$ cat config.mk
export PLATFORM = sky130hd
export DESIGN_NAME = csa_resolve_flat
export DESIGN_NICKNAME = d
export VERILOG_FILES = /design/src/rtl/csa_resolve_if.sv /design/src/rtl/csa_resolve.sv /design/src/flat_wrapper.sv
export SDC_FILE = /design/constraint.sdc
export NUM_CORES = 1
export LEC_CHECK = 0
export ABC_AREA = 1
export BUFFER_PORTS_ARGS = -buffer_cell sky130_fd_sc_hd__buf_2
export CORE_UTILIZATION = 58
export DETAILED_ROUTE_END_ITERATION = 8
export HOLD_SLACK_MARGIN = 0.02
export PLACE_DENSITY_LB_ADDON = 0.2
export REMOVE_ABC_BUFFERS = 1
export SLEW_MARGIN = 30
export SYNTH_ARGS = -nofsm -noshare
export SYNTH_HDL_FRONTEND = slang
export SYNTH_SLANG_ARGS = --single-unit
$ cat constraint.sdc
create_clock -name clk -period 3.3 [get_ports clk]
set_input_delay 0.99 -clock clk [delete_from_list [all_inputs] [get_ports clk]]
set_output_delay 0.99 -clock clk [all_outputs]
set_load 0.005 [all_outputs]
$ cat src/rtl/csa_resolve_if.sv
// Handshake bundle for csa_resolve: operand pair in, resolved binary result out.
interface csa_resolve_if #(
   parameter int N = 15
);
   logic         in_valid;
   logic         in_ready;
   logic [N:0]   sum_in;
   logic [N:0]   carry_in;
   logic         cin;
   logic         out_valid;
   logic         out_ready;
   logic [N+1:0] result;

   modport master (
      output in_valid, sum_in, carry_in, cin, out_ready,
      input  in_ready, out_valid, result
   );

   modport slave (
      input  in_valid, sum_in, carry_in, cin, out_ready,
      output in_ready, out_valid, result
   );
endinterface

$ cat src/rtl/csa_resolve.sv
// Sequential carry-propagate resolver: adds a carry-save (sum, carry) pair
// CHUNK bits per clock, least-significant chunk first.
module csa_resolve #(
   parameter int N     = 15,
   parameter int CHUNK = 4
) (
   input logic          clk,
   input logic          rst,
   csa_resolve_if.slave bus
);
   localparam int NCH  = (N + 1) / CHUNK;
   localparam int IDXW = (NCH > 1) ? $clog2(NCH) : 1;
   localparam logic [IDXW-1:0] IDX_LAST = IDXW'(NCH - 1);

   generate
      if ((N + 1) % CHUNK != 0) begin : g_chunk_check
         $error("csa_resolve: N+1 must be a multiple of CHUNK");
      end
   endgenerate

   typedef enum logic [1:0] {
      S_IDLE = 2'd0,
      S_BUSY = 2'd1,
      S_DONE = 2'd2
   } state_t;

   state_t          r_state;
   logic [N:0]      r_a;
   logic [N:0]      r_b;
   logic            r_carry;
   logic [IDXW-1:0] r_idx;
   logic [N+1:0]    r_result;
   logic            r_out_valid;
   logic [CHUNK:0]  w_s;

   assign w_s = (CHUNK+1)'(r_a[CHUNK-1:0]) + (CHUNK+1)'(r_b[CHUNK-1:0])
              + (CHUNK+1)'(r_carry);

   // in_ready is held low combinationally while reset is asserted
   assign bus.in_ready  = ~rst & (r_state == S_IDLE);
   assign bus.out_valid = r_out_valid;
   assign bus.result    = r_result;

   always_ff @(posedge clk or posedge rst) begin
      if (rst) begin
         r_state     <= S_IDLE;
         r_a         <= '0;
         r_b         <= '0;
         r_carry     <= 1'b0;
         r_idx       <= '0;
         r_result    <= '0;
         r_out_valid <= 1'b0;
      end else begin
         case (r_state)
            S_IDLE: begin
               if (bus.in_valid) begin
                  r_a     <= bus.sum_in;
                  r_b     <= bus.carry_in;
                  r_carry <= bus.cin;
                  r_idx   <= '0;
                  r_state <= S_BUSY;
               end
            end
            S_BUSY: begin
               r_result[r_idx*CHUNK +: CHUNK] <= w_s[CHUNK-1:0];
               r_carry <= w_s[CHUNK];
               r_a     <= r_a >> CHUNK;
               r_b     <= r_b >> CHUNK;
               r_idx   <= r_idx + 1'b1;
               if (r_idx == IDX_LAST) begin
                  r_result[N+1] <= w_s[CHUNK];
                  r_out_valid   <= 1'b1;
                  r_state       <= S_DONE;
               end
            end
            S_DONE: begin
               if (bus.out_ready) begin
                  r_out_valid <= 1'b0;
                  r_state     <= S_IDLE;
               end
            end
            default: begin
               r_out_valid <= 1'b0;
               r_state     <= S_IDLE;
            end
         endcase
      end
   end
endmodule

$ cat src/flat_wrapper.sv
// flat-port wrapper written by rule: the top's interface ports become plain ports
module csa_resolve_flat 
#(
   parameter int N     = 15,
   parameter int CHUNK = 4
)
  (clk, rst, bus_in_valid, bus_sum_in, bus_carry_in, bus_cin, bus_out_ready, bus_in_ready, bus_out_valid, bus_result);
  csa_resolve_if #(.N(N)) bus_i ();
  input logic clk;
  input logic rst;
  input wire logic [$bits(bus_i.in_valid)-1:0] bus_in_valid;
  input wire logic [$bits(bus_i.sum_in)-1:0] bus_sum_in;
  input wire logic [$bits(bus_i.carry_in)-1:0] bus_carry_in;
  input wire logic [$bits(bus_i.cin)-1:0] bus_cin;
  input wire logic [$bits(bus_i.out_ready)-1:0] bus_out_ready;
  output wire logic [$bits(bus_i.in_ready)-1:0] bus_in_ready;
  output wire logic [$bits(bus_i.out_valid)-1:0] bus_out_valid;
  output wire logic [$bits(bus_i.result)-1:0] bus_result;
  assign bus_i.in_valid = bus_in_valid;
  assign bus_i.sum_in = bus_sum_in;
  assign bus_i.carry_in = bus_carry_in;
  assign bus_i.cin = bus_cin;
  assign bus_i.out_ready = bus_out_ready;
  assign bus_in_ready = bus_i.in_ready;
  assign bus_out_valid = bus_i.out_valid;
  assign bus_result = bus_i.result;
  csa_resolve #(.N(N), .CHUNK(CHUNK)) u_core (.clk(clk), .rst(rst), .bus(bus_i));
endmodule
==> summary.md <==
| Metric | Value |
|---|---|
| WP data arrival | 1.34 ns |
| Initial antenna violation count | 0 |
| I/O Buffers | 55 |
| Commonest non-fill, non-tap cells in the layout | buf_2 (55), dfrtp_1 (55), nand3_1 (46), nand2_1 (46), o21ai_1 (40) |
| Final TNS setup | 0 ns |
| DIE AREA | 4910 sq um |
| Die Y | 70.0 um |
| Worst Hold Margin | 0.478 ns |
| Dpl hpwl | 3720 um |
| Postcts setup bufs | 0 |
| Layout net count | 409 |
| Skew final | 0.00892 ns |
| All-Layer GR Usage | 24.3% |
| Slew headroom | 54.1% |
| Vias per std cell | 5.53 |
| Pin count of the biggest net entering global routing | 42 |
| Avg WL per Cell | 13.1 um |
| CP required | 2.31 ns |
| Worst Path Max Fanout | 2 |
| Initial Utilization | 60.8% |
| Gp weighted congestion | 0.823 |
| Placeable Area | 4410 sq um |
| Synth Cell Area | 2690 sq um |
| Post-cts sizing count | 0 |
| Max_cap viols | 0 |
| CTS Sinks | 55 |
| Starting DRT DRC Count | 106 |
| Static leakage | 1.58 nW |
| Kind of critical path | in -> out |
| Vias in the first global route | 2,226 |
| Total length of routed wires | 5410 um |
| Count of final max-slew check failures | 0 |
| DRC Markers | 0 |
| Post-synthesis sequential area ratio | 51.3% |
| Filler cell count | 389 |
| CTS clk-pin slew, worst paths | 0.09 ns |
| Diodes inserted | 0 |
| Routed Antenna Nets | 0 |
| CTS buffer count | 5 |
| Yosys warns | 0 |
| Pre-Repair DR Iteration Count | 4 |
| # hold bufs at CTS | 0 |
| Via count | 2,278 |
| Worst Setup End Kind | output port |
| R2r setup slk | 1.22 ns |
| PwrDens | 1000 nW/um^2 |
| Syn_area_per_cell | 8.69 sq um |
| Hold WC Path Type | reg -> reg |
| IO Pins | 56 |
| First-pass GRT wire length | 9490 um |
| Fraction of layout cells with a size suffix above 1 | 21.4% |
| Tcrit/Tclk final | 70.7% |
| Max clock buf depth | 2 |
| Final hold vios | 0 |
| H-tree levels | 2 |
| Status | finished clean |
| VDD IR max | 0.000511 V |
| RSZ-0062 raised after global routing | no |
| # setup viols final | 0 |
| Seq cells post-synth | 55 |
| Worst-Margin Slew | 0.687 ns |
| Chip width | 70.0 um |
| Count of cell types in the netlist | 25 |
| Clock Root Buffer | clkbuf_8 |
| Setup crit start kind | primary input |
| Minimum clock period | 2.33 ns |
| Site Rows | 24 |
| Global route overflow | 0 |
| Worst-Skew Late Latency | 0.31 ns |
| Syn Inst Count | 309 |
| TritonCTS clock tree | yes |
| Maximum clock rate | 429 MHz |
| Synthesis-to-finish area growth | 13.9% |
==> through the flow <==
stage	setup WS (ns)	instances	utilization [%]	instance area [sq um]	total power [mW]
CTS	0.961	412	69.3	3060	3.09
finish	0.967	412	69.3	3060	3.06
global placement	0.973	405	67.3	2970	2.65
detailed placement	0.960	405	67.3	2970	2.71
global route	0.914	412	69.3	3060	3.34
floorplan	0.967	294	-	2600	2.24
==> cell usage after synthesis <==
library cell | instances | area [sq um]
buf_2 | 5 | 25.0
dfrtp_1 | 55 | 1380
inv_2 | 3 | 11.3
o21ai_0 | 26 | 130
nand3b_1 | 1 | 7.51
nand4_1 | 6 | 37.5
nand2_2 | 2 | 12.5
a21oi_1 | 1 | 5.00
nor3_1 | 1 | 5.00
xnor2_1 | 1 | 8.76
o21ai_1 | 40 | 200
nand2_4 | 1 | 11.3
nor2_4 | 2 | 22.5
nor2_2 | 2 | 12.5
o31ai_1 | 1 | 7.51
o21bai_1 | 1 | 7.51
fa_1 | 2 | 40.0
buf_6 | 2 | 22.5
clkbuf_1 | 6 | 22.5
inv_1 | 17 | 63.8
ha_1 | 10 | 125
nand3_1 | 46 | 230
nand2_1 | 46 | 173
buf_4 | 2 | 15.0
nor2_1 | 30 | 113
==> critical path, cell delays in order <==
cell and delay, ns:
buf_2 0.11, nor3_1 0.11, buf_2 0.13
==> routing by layer <==
layer	part of all wire (%)	vias to the layer above	global-route usage, %
met1	46	1095	29.3
met4	1.5	0	9.33
met3	3.0	6	4.47
met2	50	42	43.1
li1	-	1135	-
met5	0	-	0
==> power breakdown <==
part	total, mW	internal [mW]	switching [mW]	leakage [nW]
Clock	0.377	0.165	0.211	0.0470
Sequential	1.17	0.975	0.191	0.707
Combinational	1.52	0.535	0.985	0.830
==> area by class of cell <==
class	count	area, sq um	share of cell area [%]
clock buffers	6	82.6	2.70
clock inverters	1	5.00	0.164
inverters	20	75.1	2.45
multi-input cells	219	1150	37.6
flip-flops and latches	55	1380	45.0
well taps	52	65.1	2.13
repair buffers	59	305	9.98
==> kinds of logic after synthesis <==
kind of cell	synth area share, %
XOR/XNOR	0.326
flip-flops	51.3
buffers and inverters	5.96
adder cells (fa/ha/maj)	6.15
AND/OR/NAND/NOR	23.3
AO/OA/AOI/OAI	13.0
==> sequential cells by signal, summed over array words and instances (netlist names) <==
signal                flops
u_core.r_a               16
u_core.r_state            2
u_core.r_idx              2
u_core.bus.out_valid      1
u_core.r_carry            1
u_core.bus.result        17
u_core.r_b               16
==> final timing paths <==
check | depth (start not counted) | endpoint | from
max reg2reg | 6 | u_core.r_b[0] | u_core.r_state[0]
min reg2reg | 2 | u_core.bus.result[16] | u_core.bus.result[16]
min in group asynchronous | 2 | u_core.r_state[1] | rst
min | 2 | u_core.bus.result[16] | u_core.bus.result[16]
max in group asynchronous | 3 | u_core.r_a[2] | rst
max | 3 | bus_in_ready | rst
Note: power is estimated with default switching activity, not from simulation.
